--- config.mk ---
export PLATFORM = sky130hd
export DESIGN_NAME = hash_avalon_bridge
export DESIGN_NICKNAME = d
export VERILOG_FILES = /design/src/rtl/hash_bridge_pkg.sv /design/src/rtl/hash_word_fifo.sv /design/src/rtl/hash_avalon_bridge.sv
export SDC_FILE = /design/constraint.sdc
export NUM_CORES = 2
export LEC_CHECK = 0
export CORE_MARGIN = 2
export CORE_UTILIZATION = 59
export DETAILED_ROUTE_END_ITERATION = 12
export PLACE_DENSITY = 0.78
export SYNTH_ARGS = -nofsm -noshare
export SYNTH_HDL_FRONTEND = slang
export SYNTH_HIERARCHICAL = 1
export SYNTH_SLANG_ARGS = --single-unit
--- constraint.sdc ---
create_clock -name clk -period 28.3 [get_ports clk]
set_input_delay 2.83 -clock clk [delete_from_list [all_inputs] [get_ports clk]]
set_output_delay 2.83 -clock clk [all_outputs]
set_load 0.02 [all_outputs]
--- src/rtl/hash_bridge_pkg.sv ---
// rtl/hash_bridge_pkg.sv - register map, bit indices, capture states and byte-reverse helpers
package hash_bridge_pkg;

  localparam logic [5:0] ADDR_DATA_LO  = 6'h00;
  localparam logic [5:0] ADDR_DATA_HI  = 6'h01;
  localparam logic [5:0] ADDR_CTRL     = 6'h02;
  localparam logic [5:0] ADDR_STATUS   = 6'h03;
  localparam logic [5:0] ADDR_SOFT_RST = 6'h0F;

  localparam int CTRL_SWAP_IN  = 0;
  localparam int CTRL_SWAP_OUT = 1;
  localparam int CTRL_IRQ_EN   = 2;

  localparam int ST_HASH_READY = 0;
  localparam int ST_FIFO_FULL  = 1;
  localparam int ST_FIFO_EMPTY = 2;
  localparam int ST_OVERFLOW   = 3;
  localparam int ST_BUSY       = 4;

  typedef enum logic [1:0] {
    CAP_IDLE    = 2'd0,
    CAP_COLLECT = 2'd1,
    CAP_DONE    = 2'd2
  } cap_state_e;

  function automatic logic [31:0] bswap32(input logic [31:0] v);
    return {v[7:0], v[15:8], v[23:16], v[31:24]};
  endfunction

  function automatic logic [63:0] bswap64(input logic [63:0] v);
    return {bswap32(v[31:0]), bswap32(v[63:32])};
  endfunction

  // Lane mask follows the bytes when the data word is reversed.
  function automatic logic [3:0] rev4(input logic [3:0] v);
    return {v[0], v[1], v[2], v[3]};
  endfunction

endpackage

--- src/rtl/hash_word_fifo.sv ---
// rtl/hash_word_fifo.sv - synchronous word FIFO with level output and same-cycle push/pop
module hash_word_fifo #(
  parameter int WIDTH = 64,
  parameter int DEPTH = 8
) (
  input  logic                       clk,
  input  logic                       clear,
  input  logic                       push,
  input  logic [WIDTH-1:0]           push_data,
  input  logic                       pop,
  output logic [WIDTH-1:0]           head,
  output logic                       full,
  output logic                       empty,
  output logic [$clog2(DEPTH):0]     level
);

  localparam int AW = $clog2(DEPTH);

  logic [WIDTH-1:0] mem [DEPTH];
  logic [AW-1:0]    wr_ptr;
  logic [AW-1:0]    rd_ptr;
  logic [AW:0]      count;
  logic             do_push;
  logic             do_pop;

  assign full    = (count == (AW+1)'(DEPTH));
  assign empty   = (count == '0);
  assign level   = count;
  assign head    = mem[rd_ptr];
  assign do_pop  = pop & ~empty;
  // A push into a full FIFO is only legal when the head leaves in the same cycle.
  assign do_push = push & (~full | do_pop);

  always_ff @(posedge clk) begin
    if (clear) begin
      wr_ptr <= '0;
      rd_ptr <= '0;
      count  <= '0;
    end else begin
      if (do_push) wr_ptr <= wr_ptr + AW'(1);
      if (do_pop)  rd_ptr <= rd_ptr + AW'(1);
      case ({do_push, do_pop})
        2'b10:   count <= count + (AW+1)'(1);
        2'b01:   count <= count - (AW+1)'(1);
        default: count <= count;
      endcase
    end
  end

  always_ff @(posedge clk) begin
    if (do_push) mem[wr_ptr] <= push_data;
  end

endmodule

--- src/rtl/hash_avalon_bridge.sv ---
// rtl/hash_avalon_bridge.sv - Avalon-MM slave feeding a hash core input FIFO and capturing its digest
module hash_avalon_bridge
  import hash_bridge_pkg::*;
#(
  parameter int HASH_SIZE  = 512,
  parameter int FIFO_DEPTH = 8
) (
  input  logic        clk,
  input  logic        reset,
  input  logic [5:0]  address,
  input  logic [31:0] writedata,
  input  logic [3:0]  byteenable,
  input  logic        write,
  input  logic        read,
  input  logic        chipselect,
  output logic [31:0] readdata,
  output logic        irq,
  output logic        core_rst,
  output logic        core_src_ready,
  input  logic        core_src_read,
  output logic [63:0] core_din,
  output logic        core_dst_ready,
  input  logic        core_dst_write,
  input  logic [63:0] core_dout
);

  localparam int BEATS = HASH_SIZE / 64;
  localparam int CW    = $clog2(BEATS + 1);
  localparam int LW    = $clog2(FIFO_DEPTH) + 1;

  logic             acc_wr, acc_rd;
  logic             wr_lo, wr_hi, wr_ctrl, wr_status, wr_srst;
  logic             flush;
  logic [2:0]       ctrl;
  logic [31:0]      stage_lo, stage_hi, lo_next, hi_next;
  logic [31:0]      wd_eff;
  logic [3:0]       be_eff;
  logic             soft_pulse;
  logic             overflow;
  logic             fifo_full, fifo_empty;
  logic [LW-1:0]    fifo_level;
  logic             ovf_set;
  cap_state_e       state;
  logic [CW-1:0]    beat_cnt;
  logic [HASH_SIZE-1:0] hash;
  logic [511:0]     hash_ext;
  logic [63:0]      beat;
  logic             hash_ready;
  logic             status_clr;
  logic [31:0]      status;
  logic [31:0]      rdata_next;

  assign acc_wr    = chipselect & write;
  assign acc_rd    = chipselect & read;
  assign wr_lo     = acc_wr && (address == ADDR_DATA_LO);
  assign wr_hi     = acc_wr && (address == ADDR_DATA_HI);
  assign wr_ctrl   = acc_wr && (address == ADDR_CTRL);
  assign wr_status = acc_wr && (address == ADDR_STATUS);
  assign wr_srst   = acc_wr && (address == ADDR_SOFT_RST);
  assign flush     = reset | wr_srst;

  assign core_rst       = reset | soft_pulse;
  assign core_dst_ready = reset | soft_pulse;
  assign core_src_ready = reset | fifo_empty;

  assign wd_eff = ctrl[CTRL_SWAP_IN] ? bswap32(writedata) : writedata;
  assign be_eff = ctrl[CTRL_SWAP_IN] ? rev4(byteenable) : byteenable;

  always_comb begin
    lo_next = stage_lo;
    hi_next = stage_hi;
    for (int i = 0; i < 4; i++) begin
      if (be_eff[i]) begin
        if (wr_lo) lo_next[8*i +: 8] = wd_eff[8*i +: 8];
        if (wr_hi) hi_next[8*i +: 8] = wd_eff[8*i +: 8];
      end
    end
  end

  always_ff @(posedge clk) begin
    if (reset) begin
      ctrl <= '0;
    end else if (wr_ctrl) begin
      ctrl <= writedata[2:0];
    end
  end

  always_ff @(posedge clk) begin
    if (flush) begin
      stage_lo <= '0;
      stage_hi <= '0;
    end else begin
      stage_lo <= lo_next;
      stage_hi <= hi_next;
    end
  end

  always_ff @(posedge clk) begin
    if (reset) soft_pulse <= 1'b0;
    else       soft_pulse <= wr_srst;
  end

  // The merged high word goes straight into the FIFO on the edge that takes DATA_HI.
  hash_word_fifo #(
    .WIDTH (64),
    .DEPTH (FIFO_DEPTH)
  ) u_fifo (
    .clk       (clk),
    .clear     (flush),
    .push      (wr_hi),
    .push_data ({hi_next, stage_lo}),
    .pop       (core_src_read),
    .head      (core_din),
    .full      (fifo_full),
    .empty     (fifo_empty),
    .level     (fifo_level)
  );

  assign ovf_set = wr_hi & fifo_full & ~core_src_read;

  always_ff @(posedge clk) begin
    if (flush) begin
      overflow <= 1'b0;
    end else if (ovf_set) begin
      overflow <= 1'b1;
    end else if (wr_status && writedata[ST_OVERFLOW]) begin
      overflow <= 1'b0;
    end
  end

  assign beat       = ctrl[CTRL_SWAP_OUT] ? bswap64(core_dout) : core_dout;
  assign hash_ready = (state == CAP_DONE);
  assign status_clr = (wr_status && writedata[ST_HASH_READY]) || wr_hi;

  always_ff @(posedge clk) begin
    if (flush) begin
      state    <= CAP_IDLE;
      beat_cnt <= '0;
      hash     <= '0;
    end else begin
      // Beat 0 ends up in the lowest 64 bits once all beats have been shifted in.
      if (core_dst_write) hash <= {beat, hash[HASH_SIZE-1:64]};
      case (state)
        CAP_IDLE: begin
          if (core_dst_write) begin
            state    <= CAP_COLLECT;
            beat_cnt <= CW'(1);
          end
        end
        CAP_COLLECT: begin
          if (core_dst_write) begin
            if (beat_cnt == CW'(BEATS - 1)) begin
              state    <= CAP_DONE;
              beat_cnt <= CW'(BEATS);
            end else begin
              beat_cnt <= beat_cnt + CW'(1);
            end
          end
        end
        CAP_DONE: begin
          if (core_dst_write) begin
            state    <= CAP_COLLECT;
            beat_cnt <= CW'(1);
          end else if (status_clr) begin
            state    <= CAP_IDLE;
            beat_cnt <= '0;
          end
        end
        default: begin
          state    <= CAP_IDLE;
          beat_cnt <= '0;
        end
      endcase
    end
  end

  always_ff @(posedge clk) begin
    if (reset) irq <= 1'b0;
    else       irq <= hash_ready & ctrl[CTRL_IRQ_EN];
  end

  always_comb begin
    status                = '0;
    status[ST_HASH_READY] = hash_ready;
    status[ST_FIFO_FULL]  = fifo_full;
    status[ST_FIFO_EMPTY] = fifo_empty;
    status[ST_OVERFLOW]   = overflow;
    status[ST_BUSY]       = (state == CAP_COLLECT);
    status[14:8]          = 7'(fifo_level);
  end

  // Zero-extending the digest makes the upper HASH words read 0 for 256-bit digests.
  assign hash_ext = 512'(hash);

  always_comb begin
    rdata_next = '0;
    case (address)
      ADDR_CTRL:   rdata_next = {29'd0, ctrl};
      ADDR_STATUS: rdata_next = status;
      default: begin
        if (address[5:4] == 2'b10) rdata_next = hash_ext[{address[3:0], 5'd0} +: 32];
      end
    endcase
  end

  always_ff @(posedge clk) begin
    if (reset) begin
      readdata <= '0;
    end else if (acc_rd) begin
      readdata <= rdata_next;
    end
  end

endmodule

* Yosys cells after proc, flatten, opt, wreduce, memory -nomap -nowiden
Memory sizes are Yosys's and may differ from the RTL's. A register that Yosys moved wholly into a read port is not among the register bits.
Index checks and enable logic that the tools add are counted.
** Operators by class
- Add/subtract/negate cells :: 5
- $mul :: 0
- Div/mod/pow operators :: 0
- Magnitude comparators :: 0
- Equality and inequality tests :: 15
- Shifts and indexed selects :: 1
- Mux-type cells :: 32
- Bitwise logic cells :: 14
- Reduce and logical (&&, ||, !) cells :: 19
** Operator list (count)
- variable part select 512 x 10 -> 32 bit :: 1
- two-way mux 32 bit :: 2
- two-way mux 64 bit :: 1
- two-way mux 8 bit :: 8
- case mux 32 bit (2 select lines) :: 1
- two-way mux 4 bit :: 6
- equality test 6 x 2 -> 1 bit, second input constant :: 2
- case mux 4 bit (3 select lines) :: 1
- two-way mux 2 bit :: 5
- adder 4 x 1 -> 4 bit, second input constant :: 2
- case mux 4 bit (2 select lines) :: 1
- AND reduction 2 bit :: 4
- bitwise AND 1 bit :: 7
- logical AND 1 bit :: 7
- adder 3 x 1 -> 3 bit, second input constant :: 2
- equality test 2 bit, second input constant :: 3
- equality test 6 x 1 -> 1 bit, second input constant :: 1
- equality test 6 x 4 -> 1 bit, second input constant :: 1
- zero test 6 bit :: 1
- two-way mux 3 bit :: 2
- case mux 2 bit (3 select lines) :: 1
- equality test 2 x 1 -> 1 bit, second input constant :: 2
- equality test 4 x 3 -> 1 bit, second input constant :: 1
- equality test 4 bit, second input constant :: 1
- 13 further kinds :: 23
** Word-level totals
- Bits in registers :: 630
- Bits in latches :: 0
- Bits in writable memories :: 512
- ROM bits :: 0
- Bits of input ports :: 113
- Output and inout port bits :: 100
- Logic and storage cells :: 103
- Memories :: 1
** Memories
- u_fifo.mem :: depth 8, width 64, rd ports 1, clocked after Yosys merged registers in 1, wr ports 1, RTL line hash_word_fifo.sv:19 : logic [WIDTH-1:0] mem [DEPTH];

* Longest topological paths before layout
- Word-level depth :: 7
- Depth in mapped cells :: 12
- Mapped depth without buffers :: 9

* Hierarchy
The synthesis kept the hierarchy.
** Modules (own cells, without submodules)
- hash_avalon_bridge :: instances 1, cells each 2472, area an instance 26698.1 um^2, seq. area each 12411.9 um^2
- hash_word_fifo :: instances 1, cells each 822, area an instance 19945.4 um^2, seq. area each 15635.0 um^2

* Worst setup path before layout
No wires, ideal clock.
- Path type :: input port to flip-flop
- Start point :: input address[3]
- End point :: memory u_fifo.mem[0][0], enable pin
- Setup time :: 0.644 ns
- Arrival time :: 10.455 ns
- Required time :: 27.656 ns
- Path slack :: 17.201 ns
- Stages :: 7
- Path buffers :: 3
- Cells stage by stage :: buf_6 -> or4_4 -> buf_6 -> nor3_1 -> clkbuf_1 -> o21ai_4 -> nor4_1
** Between the ends
- Word-level cells in the longest chain between the ends :: 5
** Ends and longest elaborated chain
- from (decl) :: RTL line hash_avalon_bridge.sv:10 : input logic [5:0] address,
- equality test 6 x 1 -> 1 bit :: RTL line hash_avalon_bridge.sv:56 : assign wr_hi = acc_wr && (address == ADDR_DATA_HI);
- logical AND 1 bit :: RTL line hash_avalon_bridge.sv:56
- named net wr_hi :: RTL line hash_avalon_bridge.sv:32 : logic wr_lo, wr_hi, wr_ctrl, wr_status, wr_srst;
- bitwise AND 1 bit :: RTL line hash_word_fifo.sv:32 : assign do_push = push & (~full | do_pop);
- two-way mux 1 bit :: RTL line hash_word_fifo.sv:51 : if (do_push) mem[wr_ptr] <= push_data;
- two-way mux 1 bit (not written as such) :: RTL line hash_word_fifo.sv:51
- to (decl) :: RTL line hash_word_fifo.sv:19
The timed path passes the listed nets, and every way through them passes these cells.

* Worst setup path in the final report
- Start point :: input address[3]
- End point :: register hash[21]
** Between the ends
- Word-level cells in the longest chain between the ends :: 3
** Ends and longest elaborated chain
- equality test 6 x 4 -> 1 bit :: RTL line hash_avalon_bridge.sv:59 : assign wr_srst = acc_wr && (address == ADDR_SOFT_RST);
- logical AND 1 bit :: RTL line hash_avalon_bridge.sv:59
- bitwise OR 1 bit :: RTL line hash_avalon_bridge.sv:60 : assign flush = reset | wr_srst;
- to (signal assigned) :: RTL line hash_avalon_bridge.sv:142 : if (core_dst_write) hash <= {beat, hash[HASH_SIZE-1:64]};
- to (decl) :: RTL line hash_avalon_bridge.sv:45 : logic [HASH_SIZE-1:0] hash;
No other way between the ends.
A chain may end at the register's enable or synchronous reset.

==> run metrics <==
IO Port Bufs 212; ys flop type dfxtp_1; Setup crit start kind primary input; latest clock arrival within the worst-skew pair 680 ps; Synth top area share 32.96%; Avg Inst Size Synth 14.16 um2; pins over their slew limit 0; max-cap violations 0; final hold slack 470.9 ps; Leakage 18.90 nW; Worst slew margin 16.28%; Post-DRT Antenna Nets 0; Routability Congestion 0.8249; synthesized instance count 3294; vias in the first global route 27807; # resized after CTS 0; root buffer cell clkbuf_16; Post-route DRC 0; die area 81320 um2; TritonRoute pass-1 iters 5; post-synthesis cell type count 64; TritonCTS clock tree done; wire per inst 22.86 um; Seq/Total Area, Yosys 60.13%; Finish-stage setup viols 0; Data required, critical path 28820 ps; arrival time of the worst setup path 8200 ps; Worst Path Class, Setup in2reg; Worst Clk Skew 40.17 ps; hold path depth 2; Power Density 70.71 nW/um2; unrepaired setup endpoints after global routing no; overall routed net length 104200 um; io pins 213; most frequent cell after synthesis dfxtp_1; FF+latch count, synth 1145; DR iter-0 viols 2335; Peak Freq 130.2 MHz; Post-synth EDFFs 512; fraction of registers with async set/reset 0%; Hold Crit Class reg2reg; largest net degree at the start of global routing 185; cts bufs inserted 109; row count 103; Initial Util 59.33%; setup TNS 0 ps; # clock sinks 1145; mapped cell area 46640 um2; core box area 78610 um2; minimum clock period 7678 ps; Die H 285.2 um; Max FO, Critical Path 184; clk slew on worst S/H paths 60 ps; Detail Placement HPWL 62760 um; final core utilization 67.41%; Vias 27534; nets 3532; final hold vios 0; Yosys warnings 6; GRT Total Usage 25.46%; first-pass GRT wire length 161300 um; outcome complete, no violations; Clock Path Buffers 3; share of cells above drive strength 1 16.71%; number of antenna violations at the first check in global routing 1; setup bufs post-CTS 0; R2R cell count 4; CTS H-tree depth 3; worst-margin pin slew 1256 ps; Syn Nets 3413; VDD IR-drop max 0.00005474 V; hold buffer count at CTS 0; critical path endpoint category register; Die Width 285.2 um; routed vias/inst 6.042; area delta synth->final 13.61%; Tcrit/Tclk final 27.13%; GRT overflow 0; top post-synthesis cells by area edfxtp_1, dfxtp_1, mux2i_1; top cells by count, synth dfxtp_1, nor2_1, mux2i_1; area leader, netlist edfxtp_1
==> metrics by stage <==
step | cell area [um2] | power (mW) | worst slack [ps] | std cells
final | 52990 | 3.747 | 20620 | 4557
after detailed placement | 49320 | 2.325 | 20080 | 4352
after floorplan | 46640 | 2.155 | 17200 | 3294
after global routing | 52990 | 3.872 | 20300 | 4557
after global placement | 49320 | 2.315 | 20210 | 4352
after CTS | 52990 | 3.779 | 20810 | 4556
==> final timing paths <==
check | slack, ps | to | from
worst min register to register | 470 | readdata[12] | readdata[12]
worst max register to register | 25150 | u_fifo/mem[6][40] | u_fifo/level[1]
worst max-delay path | 20620 | hash[21] | address[3]
worst min-delay path | 470 | readdata[12] | readdata[12]
==> power by group <==
group / switching (mW) / total, mW / internal, mW
Sequential: 0.0380 / 1.77 / 1.73
Combinational: 0.255 / 0.515 / 0.261
Clock: 0.616 / 1.46 / 0.846
Total: 0.908 / 3.75 / 2.84
==> cells in the final DEF (no fill, tap or decap), drive strengths merged, types with 4 or more instances in the layout <==
cell / n
nand4: 4
nand3: 7
mux2i: 595
a21oi: 47
edfxtp: 512
mux4: 254
ha: 5
nor2: 608
dfxtp: 633
nand2b: 6
nor2b: 6
nand2: 34
o211ai: 27
and2: 34
bufinv: 8
clkbuf: 155
clkinvlp: 4
and3: 5
clkdlybuf4s50: 208
a22oi: 25
nor4: 8
o22a: 6
buf: 39
a211oi: 99
o21ai: 11
mux2: 65
clkinv: 37
inv: 8
nor3: 9
xor2: 4
==> worst max-delay path: stages <==
cell and delay, ps:
clkdlybuf4s50_1 690, nand4_1 140, nor4_1 400, nor2_2 50
buf_4 270, inv_8 790, buf_4 890, buf_4 770
buf_4 910, nor2_1 130
==> state kept, by name, indices dropped and copies added, names as in the netlist, named ones only <==
register,flops
hash,512
u_fifo/wr_ptr,3
beat_cnt,4
u_fifo/level,4
readdata,32
stage_hi,32
soft_pulse,1
overflow,1
ctrl,3
u_fifo/mem,512
state,2
u_fifo/rd_ptr,3
stage_lo,32
irq,1
==> metal layers <==
layer | up-vias | global-route usage (%) | routed length, um | share of wire (%)
met4 | 0 | 8.495 | 3060 | 2.9
met3 | 156 | 3.656 | 5808 | 5.6
met5 | - | 0 | 0 | 0
met2 | 828 | 44.56 | 53560 | 51
li1 | 12552 | - | - | -
met1 | 13998 | 32.67 | 41740 | 40
==> layout make-up <==
| cell class | instances | area [um2] |
|---|---|---|
| clock buffer | 154 | 3131 |
| tap | 1050 | 1314 |
| clock inverter | 50 | 535.5 |
| timing repair buffer | 248 | 2406 |
| multi-input combinational | 1902 | 17510 |
| inverter | 7 | 33.78 |
| antenna | 1 | 2.502 |
| fill | 5393 | 25620 |
| sequential | 1145 | 28060 |
==> logic make-up after synthesis <==
logic type,Yosys count,share of synthesized area [%]
AOI/OAI and AO/OA,237,3.659
xor gates and xnor gates,7,0.1314
adders and majority gates,6,0.1770
buffers and inverters,247,2.492
DFF,1145,60.13
muxes,914,26.60
and+or+nand+nor,738,6.808
(Power assumes the default switching activity.)
